==> src/rtl/apb_uart_pkg.sv <==
// Shared constants and types for the APB UART register block.
package apb_uart_pkg;

    // Register byte offsets (only paddr[4:2] is decoded)
    localparam logic [4:0] OFF_TX_DATA = 5'h00;
    localparam logic [4:0] OFF_RX_DATA = 5'h04;
    localparam logic [4:0] OFF_CFG     = 5'h08;
    localparam logic [4:0] OFF_CTRL    = 5'h0C;
    localparam logic [4:0] OFF_STATUS  = 5'h10;
    localparam logic [4:0] OFF_IER     = 5'h14;

    // STATUS bit positions
    localparam int ST_TX_BUSY    = 0;
    localparam int ST_TX_DONE    = 1;
    localparam int ST_RX_VALID   = 2;
    localparam int ST_PARITY_ERR = 3;
    localparam int ST_RX_OVERRUN = 4;

    // Frame configuration as seen by the UART core
    typedef struct packed {
        logic       odd_parity;  // [4]
        logic       parity_en;   // [3]
        logic       two_stop;    // [2]
        logic [1:0] data_bits;   // [1:0] 0..3 -> 5..8 bits
    } uart_cfg_t;

    // Byte offset of a decoded APB address
    function automatic logic [4:0] reg_off(input logic [2:0] word_idx);
        return {word_idx, 2'b00};
    endfunction

endpackage

==> src/rtl/apb_uart_status.sv <==
// Sticky status flags, RX data capture and the registered interrupt.
module apb_uart_status
    import apb_uart_pkg::*;
(
    input  logic       clk,
    input  logic       rst,
    input  logic       tx_done_in,
    input  logic       rx_done_in,
    input  logic       parity_error_in,
    input  logic [7:0] rx_data_in,
    input  logic       rx_rd_i,        // completed APB read of RX_DATA
    input  logic       w1c_i,          // completed APB write of STATUS
    input  logic [3:0] w1c_mask_i,     // write data bits [4:1]
    input  logic [3:0] ier_i,          // enables for STATUS[4:1]
    output logic [3:0] flags_o,        // STATUS[4:1]
    output logic [7:0] rx_data_o,
    output logic       irq_o
);

    logic       tx_done_q, tx_done_d;
    logic       rx_valid_q, rx_valid_d;
    logic       par_err_q, par_err_d;
    logic       overrun_q, overrun_d;
    logic [7:0] rx_data_q, rx_data_d;
    logic       irq_q, irq_d;

    logic clr_tx_done, clr_par_err, clr_overrun;

    assign clr_tx_done = w1c_i & w1c_mask_i[ST_TX_DONE-1];
    assign clr_par_err = w1c_i & w1c_mask_i[ST_PARITY_ERR-1];
    assign clr_overrun = w1c_i & w1c_mask_i[ST_RX_OVERRUN-1];

    // Next-state for flags: hardware set always beats a software clear
    always_comb begin
        tx_done_d  = tx_done_in | (tx_done_q & ~clr_tx_done);
        par_err_d  = (rx_done_in & parity_error_in) | (par_err_q & ~clr_par_err);
        // A read racing a new byte consumes the old byte, so no overrun
        overrun_d  = (rx_done_in & rx_valid_q & ~rx_rd_i) | (overrun_q & ~clr_overrun);
        rx_valid_d = rx_valid_q;
        if (rx_done_in)   rx_valid_d = 1'b1;
        else if (rx_rd_i) rx_valid_d = 1'b0;
        rx_data_d  = rx_done_in ? rx_data_in : rx_data_q;
        irq_d      = |(flags_o & ier_i);
    end

    // Flag, data and interrupt registers
    always_ff @(posedge clk or posedge rst) begin
        if (rst) begin
            tx_done_q  <= 1'b0;
            rx_valid_q <= 1'b0;
            par_err_q  <= 1'b0;
            overrun_q  <= 1'b0;
            rx_data_q  <= 8'h00;
            irq_q      <= 1'b0;
        end else begin
            tx_done_q  <= tx_done_d;
            rx_valid_q <= rx_valid_d;
            par_err_q  <= par_err_d;
            overrun_q  <= overrun_d;
            rx_data_q  <= rx_data_d;
            irq_q      <= irq_d;
        end
    end

    assign flags_o   = {overrun_q, par_err_q, rx_valid_q, tx_done_q};
    assign rx_data_o = rx_data_q;
    assign irq_o     = irq_q;

endmodule

==> src/rtl/apb_uart_regs.sv <==
// APB3 register front-end for the UART core: decode, TX/CFG/IER storage, start pulse.
module apb_uart_regs
    import apb_uart_pkg::*;
#(
    parameter int ADDR_WIDTH = 8
) (
    input  logic                  clk,
    input  logic                  rst,
    input  logic                  psel,
    input  logic                  penable,
    input  logic                  pwrite,
    input  logic [ADDR_WIDTH-1:0] paddr,
    input  logic [31:0]           pwdata,
    output logic [31:0]           prdata,
    output logic                  pready,
    output logic                  pslverr,
    output logic [7:0]            tx_data_out,
    output logic [4:0]            cfg_reg_out,
    output logic                  start_tx_out,
    input  logic                  tx_busy_in,
    input  logic                  tx_done_in,
    input  logic                  rx_done_in,
    input  logic                  parity_error_in,
    input  logic [7:0]            rx_data_in,
    output logic                  irq_out
);

    logic [7:0] tx_data_q, tx_data_d;
    uart_cfg_t  cfg_q, cfg_d;
    logic [3:0] ier_q, ier_d;
    logic       start_q, start_d;

    logic       access, wr_acc, rd_acc;
    logic [4:0] off;
    logic       unmapped, busy_err;
    logic       start_req;
    logic [3:0] flags;
    logic [7:0] rx_data;

    // Address bits outside [4:2] and upper write data are don't-care
    logic unused_bits;
    assign unused_bits = ^{paddr, pwdata};

    assign access   = psel & penable;
    assign wr_acc   = access & pwrite;
    assign rd_acc   = access & ~pwrite;
    assign off      = reg_off(paddr[4:2]);
    assign pready   = 1'b1;

    // Decode errors: holes in the map, and touching frame state while busy
    always_comb begin
        unmapped  = 1'b0;
        busy_err  = 1'b0;
        start_req = 1'b0;
        case (off)
            OFF_TX_DATA, OFF_RX_DATA, OFF_CFG, OFF_STATUS, OFF_IER: ;
            OFF_CTRL: start_req = pwdata[0];
            default:  unmapped = 1'b1;
        endcase
        if (pwrite && tx_busy_in &&
            (off == OFF_TX_DATA || off == OFF_CFG || (off == OFF_CTRL && pwdata[0])))
            busy_err = 1'b1;
        pslverr = access & (unmapped | busy_err);
    end

    // Writable register next-state; a busy-rejected write leaves them alone
    always_comb begin
        tx_data_d = tx_data_q;
        cfg_d     = cfg_q;
        ier_d     = ier_q;
        start_d   = 1'b0;
        if (wr_acc) begin
            case (off)
                OFF_TX_DATA: if (!tx_busy_in) tx_data_d = pwdata[7:0];
                OFF_CFG:     if (!tx_busy_in) cfg_d = uart_cfg_t'(pwdata[4:0]);
                OFF_IER:     ier_d = pwdata[3:0];
                default: ;
            endcase
        end
        // Guard on start_q keeps the pulse single even if penable is held
        start_d = wr_acc & (off == OFF_CTRL) & start_req & ~tx_busy_in & ~start_q;
    end

    // Register storage
    always_ff @(posedge clk or posedge rst) begin
        if (rst) begin
            tx_data_q <= 8'h00;
            cfg_q     <= '0;
            ier_q     <= 4'h0;
            start_q   <= 1'b0;
        end else begin
            tx_data_q <= tx_data_d;
            cfg_q     <= cfg_d;
            ier_q     <= ier_d;
            start_q   <= start_d;
        end
    end

    // Read mux, combinational during any read-direction select
    always_comb begin
        prdata = 32'h0;
        if (psel && !pwrite) begin
            case (off)
                OFF_TX_DATA: prdata[7:0] = tx_data_q;
                OFF_RX_DATA: prdata[7:0] = rx_data;
                OFF_CFG:     prdata[4:0] = cfg_q;
                OFF_STATUS:  prdata[4:0] = {flags, tx_busy_in};
                OFF_IER:     prdata[3:0] = ier_q;
                default:     prdata = 32'h0;
            endcase
        end
    end

    apb_uart_status u_status (
        .clk             (clk),
        .rst             (rst),
        .tx_done_in      (tx_done_in),
        .rx_done_in      (rx_done_in),
        .parity_error_in (parity_error_in),
        .rx_data_in      (rx_data_in),
        .rx_rd_i         (rd_acc & (off == OFF_RX_DATA)),
        .w1c_i           (wr_acc & (off == OFF_STATUS)),
        .w1c_mask_i      (pwdata[4:1]),
        .ier_i           (ier_q),
        .flags_o         (flags),
        .rx_data_o       (rx_data),
        .irq_o           (irq_out)
    );

    assign tx_data_out  = tx_data_q;
    assign cfg_reg_out  = cfg_q;
    assign start_tx_out = start_q;

endmodule

==> config.mk <==
export PLATFORM = sky130hd
export DESIGN_NAME = apb_uart_regs
export DESIGN_NICKNAME = d
export VERILOG_FILES = /design/src/rtl/apb_uart_pkg.sv /design/src/rtl/apb_uart_status.sv /design/src/rtl/apb_uart_regs.sv
export SDC_FILE = /design/constraint.sdc
export NUM_CORES = 1
export LEC_CHECK = 0
export CAP_MARGIN = 15
export CORE_MARGIN = 3
export CORE_UTILIZATION = 40
export DETAILED_ROUTE_END_ITERATION = 8
export GPL_TIMING_DRIVEN = 0
export PLACE_DENSITY_LB_ADDON = 0.1
export SYNTH_ARGS = -nofsm -noshare
export SYNTH_HDL_FRONTEND = slang
export SYNTH_SLANG_ARGS = --single-unit
==> constraint.sdc <==
create_clock -name clk -period 3.6 [get_ports clk]
set_input_delay 0.9 -clock clk [delete_from_list [all_inputs] [get_ports clk]]
set_output_delay 0.9 -clock clk [all_outputs]
set_load 0.02 [all_outputs]
==> key figures, run 1 <==
Clock network
  • Clock sinks: 31
  • Number of buffers inserted during clock tree synthesis: 5
  • H-Tree Depth: 2
  • Clk root buf: clkbuf_8
  • CTS Hold Bufs: 0
  • CTS clk-pin slew, worst paths: 0.06 ns
  • Clock buffer depth: 2
  • Worst skew pair latency: 0.28 ns
  • CTS tree: yes

Synth
  • Main area contributors after synthesis: dfrtp_1, mux2_2, buf_4, mux2i_1, a21o_1
  • Area leader, netlist: dfrtp_1
  • Top FF cell, synth: dfrtp_1
  • Synth top area share: 44.03%
  • EDFF count, synth: 0
  • Syn_area_per_cell: 11.29 um2
  • Mapped Cells: 156
  • Synthesized cell area: 0.001762 mm2
  • Post-synthesis cell type count: 37
  • Asr flop ratio synth: 100.0%
  • Yosys warnings: 0
  • Sequential area share after synthesis: 44.03%
  • Synth Register Bits: 31

Routing
  • Via-per-instance ratio: 4.990
  • WL final: 4505 um
  • DRC Markers: 0
  • Antenna Nets Post-Route: 0
  • WL per Instance: 15.59 um
  • Initial DRC Count: 71
  • DRT Pass-1 Iters: 4
  • Vias post-DR: 1,442

Setup path
  • Crit. End Element: output port
  • Reg2Reg Launch Point: start_tx_out$_DFF_PP0_
  • Reg-to-Reg End: start_tx_out$_DFF_PP0_
  • Crit start category: input pin
  • R2r setup slk: 2.72 ns
  • Crit-path max FO: 10
  • Worst EP required: 2.70 ns
  • Crit path kind: input pin to output port
  • WP data arrival: 2.59 ns
  • Worst r2r path cells: 2

Timing
  • Slew Viols, Final: 0
  • Final Critical Period: 3.487 ns
  • Final hold vios: 0
  • Max Clock Freq: 286.8 MHz
  • Final count of negative-setup-slack endpoints: 0
  • Worst Tran Pin Value: 0.7236 ns
  • Slew margin rel.: 51.40%
  • Period utilisation layout: 96.85%
  • Clk_skew: 0.005089 ns
  • RSZ-0062 raised after global routing: no

Global route
  • GRT Resource Usage Total: 17.83%
  • Global-route wire length before repair: 7051 um
  • Initial antenna violation count: 0
  • Largest net degree at the start of global routing: 19
  • Grt ovf: 0
  • Vias in the first global route: 1,432

Cells and area
  • ANT cells: 0
  • Fin util: 62.27%
  • Post-layout net count: 296
  • Fin area: 0.002562 mm2
  • Most frequent cells in the layout: clkdlybuf4s50_1, dfrtp_1, buf_4, conb_1, mux2_2
  • Fraction of final layout cells with drive strength greater than 1: 30.96%
  • Area added between synthesis and finish: 45.45%
  • Most common cell after layout, fill and taps aside: clkdlybuf4s50_1

Power and ir drop
  • Total power density per cell area: 374.4 mW/mm2
  • Worst VDD drop: 324.0 uV
  • Leakage power: 0.001275 uW

Floorplan
  • Core area: 0.004115 mm2
  • Site Rows: 23
  • Die W: 72.37 um
  • Top Ports: 106
  • Die height: 72.37 um
  • DIE AREA: 0.005237 mm2
  • Starting Density: 42.81%

Min path
  • Hold path cells: 1
  • Hold path endpoint: u_status.rx_data_o[6]$_DFFE_PP0P_
  • Worst Hold Launch: u_status.rx_data_o[6]$_DFFE_PP0P_
  • Worst min path class: flop to flop

Placement
  • DP Area: 0.002439 mm2
  • Final Wtd Congestion: 0.8079
  • DP HPWL: 3361 um
  • Port Buffers: 50

Run
  • # Max-Cap Violations: 0

Run status
  • Status: finished, final reports clean
## cell type report
| type | instances | area, um2 |
|---|---|---|
| Multi-Input combinational cell | 115 | 878.3 |
| Tap cell | 50 | 62.56 |
| Sequential cell | 31 | 775.7 |
| Fill cell | 330 | 1553 |
| Inverter | 3 | 11.26 |
| Clock buffer | 6 | 82.58 |
| Clock inverter | 1 | 5.005 |
| Timing Repair Buffer | 53 | 524.3 |
| Buffer | 30 | 222.7 |
## worst max-delay path by stage
stage / startpoint / endpoint / slack, ns / cells past startpoint
3_5_place_dp: paddr[2] / prdata[2] / -0.82 / 5
3_3_place_gp: paddr[2] / prdata[2] / -0.78 / 5
4_1_cts: psel / prdata[1] / 0.0005 / 5
6_report: paddr[3] / pslverr / 0.11 / 5
5_1_grt: paddr[3] / prdata[5] / 0.002 / 6
2_1_floorplan: paddr[4] / prdata[0] / 0.66 / 4
## metrics by stage
step	cells	setup WS (ns)	TNS, ns	hold slack [ns]	power [uW]
2_1_floorplan	179	0.6581	0	0.4718	575.9
3_3_place_gp	279	-0.7779	-3.730	0.4909	678.8
3_5_place_dp	280	-0.8210	-4.019	0.4964	690.4
4_1_cts	288	0.0004969	0	0.5106	964.2
5_1_grt	289	0.001606	0	0.5201	1001
6_report	289	0.1134	0	0.5083	959.4
## critical path, stage by stage
cell and delay [ns]:
clkdlybuf4s50_1 0.57, clkbuf_4 0.24, o21ai_0 0.10, a21oi_1 0.16
clkdlybuf4s50_1 0.62
## sequential cells by signal, summed over array words and instances, names as in the netlist
register,count
tx_data_out,8
u_status.rx_data_o,8
cfg_reg_out,5
ier_q,4
start_tx_out,1
u_status.irq_o,1
u_status.overrun_q,1
u_status.par_err_q,1
u_status.rx_valid_q,1
u_status.tx_done_q,1
## cells in the mapped netlist (all sizes together), types with 3 or more instances
library cell / count
o22ai: 4
nand2: 5
o21ai: 3
a21o: 6
inv: 3
mux2i: 11
nand3: 5
mux2: 24
nor2: 6
dfrtp: 31
nor4: 3
buf: 28
## report_power, final
part	internal (uW)	switching [uW]	total, uW
logic	139	128	268
clock network	150	122	272
registers	390	30.4	420
## layer usage
layer | global-route usage, % | routed length [um] | share of wire (%) | vias up
li1 | - | - | - | 672
met1 | 22.23 | 1856 | 41 | 702
met2 | 29.63 | 2193 | 49 | 63
met3 | 4.571 | 395 | 8.8 | 5
met4 | 6.681 | 60 | 1.3 | 0
met5 | 0 | 0 | 0 | -
## repair_timing
item / in CTS / in global routing
pin swaps: 0 / 1
gates resized for setup: 18 / 10
setup buffers: 1 / 1
endpoints found under the setup margin: 9 / 8
## cell families after synthesis
| group | after synthesis | synth area share (%) |
|---|---|---|
| AND/OR/NAND/NOR | 34 | 13.21 |
| multiplexers | 35 | 21.59 |
| AO/OA/AOI/OAI | 21 | 8.309 |
| flip-flops | 31 | 44.03 |
| other | 2 | 0.4263 |
| buffers and inverters | 33 | 12.43 |
Note: power is estimated with default switching activity, not from simulation.
==> run 2, diff against run 1 <==
--- a/config.mk
+++ b/config.mk
@@ -8,6 +8,7 @@
 export CAP_MARGIN = 15
 export CORE_MARGIN = 3
 export CORE_UTILIZATION = 40
+export CTS_CLUSTER_SIZE = 24
 export DETAILED_ROUTE_END_ITERATION = 8
 export GPL_TIMING_DRIVEN = 0
 export PLACE_DENSITY_LB_ADDON = 0.1
==> constraint.sdc (replaced) <==
create_clock -name clk -period 4.2 [get_ports clk]
set_input_delay 1.05 -clock clk [delete_from_list [all_inputs] [get_ports clk]]
set_output_delay 1.05 -clock clk [all_outputs]
set_load 0.02 [all_outputs]
==> key figures, run 2 (same netlist as run 1, synthesis figures left out) <==
Run status
  • Status: finished, final reports clean (unchanged)

Cells and area
  • Area added between synthesis and finish: 45.95% (was 45.45%)
  • Most common cell after layout, fill and taps aside: clkdlybuf4s50_1 (unchanged)
  • Filler Cell Count: 329 (was 330)
  • Most frequent cells in the layout: clkdlybuf4s50_1, dfrtp_1, buf_4, conb_1, mux2_2 (unchanged)
  • Fin util: 62.48% (was 62.27%)
  • Fraction of final layout cells with drive strength greater than 1: 28.45% (was 30.96%)
  • Post-layout net count: 296 (unchanged)
  • ANT cells: 0 (unchanged)

Clock network
  • CTS clk-pin slew, worst paths: 0.06 ns (about the same)
  • Worst skew pair latency: 0.28 ns (about the same)
  • Clock buffer depth: 2 (unchanged)
  • CTS tree: yes (unchanged)
  • Clk root buf: clkbuf_8 (unchanged)
  • Clock sinks: 31 (unchanged)
  • Number of buffers inserted during clock tree synthesis: 5 (unchanged)
  • H-Tree Depth: 2 (unchanged)

Placement
  • Port Buffers: 50 (unchanged)
  • Final Wtd Congestion: 0.8079 (unchanged)
  • DP HPWL: 3361 um (unchanged)

Power and ir drop
  • Total power density per cell area: 318.9 mW/mm2 (was 374.4 mW/mm2)
  • Worst VDD drop: 276.3 uV (was 324.0 uV)
  • Int Pwr: 582.2 uW (was 679.0 uW)
  • Sw power: 237.8 uW (was 280.4 uW)
  • Leakage power: 0.001279 uW (was 0.001275 uW)
  • Reg power frac: 43.9% (was 43.8%)
  • Sw frac: 29.00% (was 29.22%)
  • Part of the power in the clock network: 28.2% (was 28.3%)
  • Gate power share: 27.9% (about the same)

Setup path
  • Worst EP required: 3.15 ns (was 2.70 ns)
  • Crit-path max FO: 10 (unchanged)
  • CP max stage cell: clkdlybuf4s50_1 (unchanged)
  • Crit path kind: input pin to output port (unchanged)
  • Crit. End Element: output port (unchanged)
  • CP max stage delay: 0.61 ns (was 0.62 ns)
  • WP data arrival: 3.00 ns (was 2.59 ns)
  • Most common cell on crit path: clkdlybuf4s50_1 (unchanged)
  • Crit start category: input pin (unchanged)
  • Crit path cell chain: clkdlybuf4s50_1 -> buf_2 -> a21oi_1 -> nor3_1 -> o211a_1 -> clkdlybuf4s50_1 (was clkdlybuf4s50_1 -> clkbuf_4 -> o21ai_0 -> a21oi_1 -> clkdlybuf4s50_1)

Floorplan
  • Top Ports: 106 (unchanged)
  • DIE AREA: 0.005237 mm2 (unchanged)
  • Die W: 72.37 um (unchanged)
  • Site Rows: 23 (unchanged)
  • Starting Density: 42.81% (unchanged)
  • Core area: 0.004115 mm2 (unchanged)
  • Die height: 72.37 um (unchanged)

Timing
  • Max Clock Freq: 246.9 MHz
  • Final hold vios: 0 (unchanged)
  • RSZ-0062 raised after global routing: no (unchanged)
  • Slew margin rel.: 52.27% (was 51.40%)
  • Final count of negative-setup-slack endpoints: 0 (unchanged)
  • Slew Viols, Final: 0 (unchanged)
  • Worst Tran Pin Value: 0.7106 ns (was 0.7236 ns)
  • Final Critical Period: 4.050 ns
  • Sum Neg Setup Slack: 0 ns (unchanged)
  • Period utilisation layout: 96.43%
  • Clk_skew: 0.003642 ns (was 0.005089 ns)

Routing
  • Initial DRC Count: 75 (was 71)
  • DRT Pass-1 Iters: 4 (unchanged)
  • DRC Markers: 0 (unchanged)
  • Vias post-DR: 1,443 (was 1,442)
  • Via-per-instance ratio: 4.993 (was 4.990)
  • WL per Instance: 15.40 um (was 15.59 um)
  • WL final: 4451 um (was 4505 um)
  • Antenna Nets Post-Route: 0 (unchanged)

Global route
  • Global-route wire length before repair: 7044 um (was 7051 um)
  • Largest net degree at the start of global routing: 19 (unchanged)
  • GRT Resource Usage Total: 17.80% (was 17.83%)
  • Initial antenna violation count: 0 (unchanged)
  • Grt ovf: 0 (unchanged)
  • Vias in the first global route: 1,424 (was 1,432)

Run
  • # Max-Cap Violations: 0 (unchanged)

Min path
  • Worst min path class: flop to flop (unchanged)
## run 2: cell count changes in the layout (fill, tap and decap cells not counted)
cell,previous run,this run
buf_2,1,2
clkbuf_4,1,0
clkbuf_8,7,6
dlygate4sd2_1,3,2
buf_1,1,2
clkbuf_2,5,1
clkdlybuf4s50_1,41,45
dlymetal6s2s_1,2,3
nand2b_2,2,1
nand2b_1,0,1
## run 2: final cells by class
cell class / count / area [um2] / share of cell area (%)
Buffer: 30 / 210.2 / 8.175
Clock buffer: 6 / 82.58 / 3.212
Clock inverter: 1 / 5.005 / 0.1946
Inverter: 3 / 11.26 / 0.4380
Multi-Input combinational cell: 115 / 875.8 / 34.06
Sequential cell: 31 / 775.7 / 30.17
Tap cell: 50 / 62.56 / 2.433
Timing Repair Buffer: 53 / 548.0 / 21.31
## run 2: routing by layer
layer	track usage, %	routed length [um]	up-vias
met1	22.32	1776	692
li1	-	-	673
met3	4.571	449	6
met2	29.93	2164	72
met4	5.637	61	0
met5	0	0	-
## run 2: critical path, delay by kind of cell
family	cells	cell delay [ns]
AOI/OAI and AO/OA	2	0.26
buffers and inverters	3	1.54
and+or+nand+nor	1	0.14
## run 2: worst paths after layout
check	from	endpoint	slack (ns)	depth (start not counted)
worst min register to register	u_status.rx_data_o[6]$_DFFE_PP0P_	u_status.rx_data_o[6]$_DFFE_PP0P_	0.51	1
worst max register to register	start_tx_out$_DFF_PP0_	start_tx_out$_DFF_PP0_	3.36	2
min in group asynchronous	rst	tx_data_out[7]$_DFFE_PP0P_	1.16	2
worst min-delay path	u_status.rx_data_o[6]$_DFFE_PP0P_	u_status.rx_data_o[6]$_DFFE_PP0P_	0.51	1
max in group asynchronous	rst	u_status.tx_done_q$_DFF_PP0_	2.53	3
worst max-delay path	paddr[2]	prdata[4]	0.15	6
## run 2: timing repair
action,in CTS,in global routing
pin swaps,1,1
buffers inserted,1,1
gates resized for setup,7,6
hold buffers,0,0
endpoints found under the setup margin,5,5
endpoints found under the hold margin,0,0
## run 2: through the flow
stage                     std cells  hold slack (ns)  worst slack, ns  instance area, um2  total power (uW)
after detailed placement        280           0.4964          -0.5210                2439             591.7
final                           289           0.5083           0.1499                2571             820.0
after CTS                       288           0.5106         0.009682                2555             826.4
after floorplan                 179           0.4718           0.9581                1848             493.6
after global routing            289           0.5201          0.02124                2571             858.2
after global placement          279           0.4909          -0.4779                2411             581.8
## run 2: power groups by stage
| stage | Sequential, uW | Clock (uW) | Combinational (uW) |
|---|---|---|---|
| 2_1_floorplan | 383 | 0 | 111 |
| 3_3_place_gp | 362 | 0 | 220 |
| 3_5_place_dp | 365 | 0 | 227 |
| 4_1_cts | 360 | 238 | 229 |
| 5_1_grt | 365 | 248 | 246 |
| 6_report | 360 | 231 | 229 |
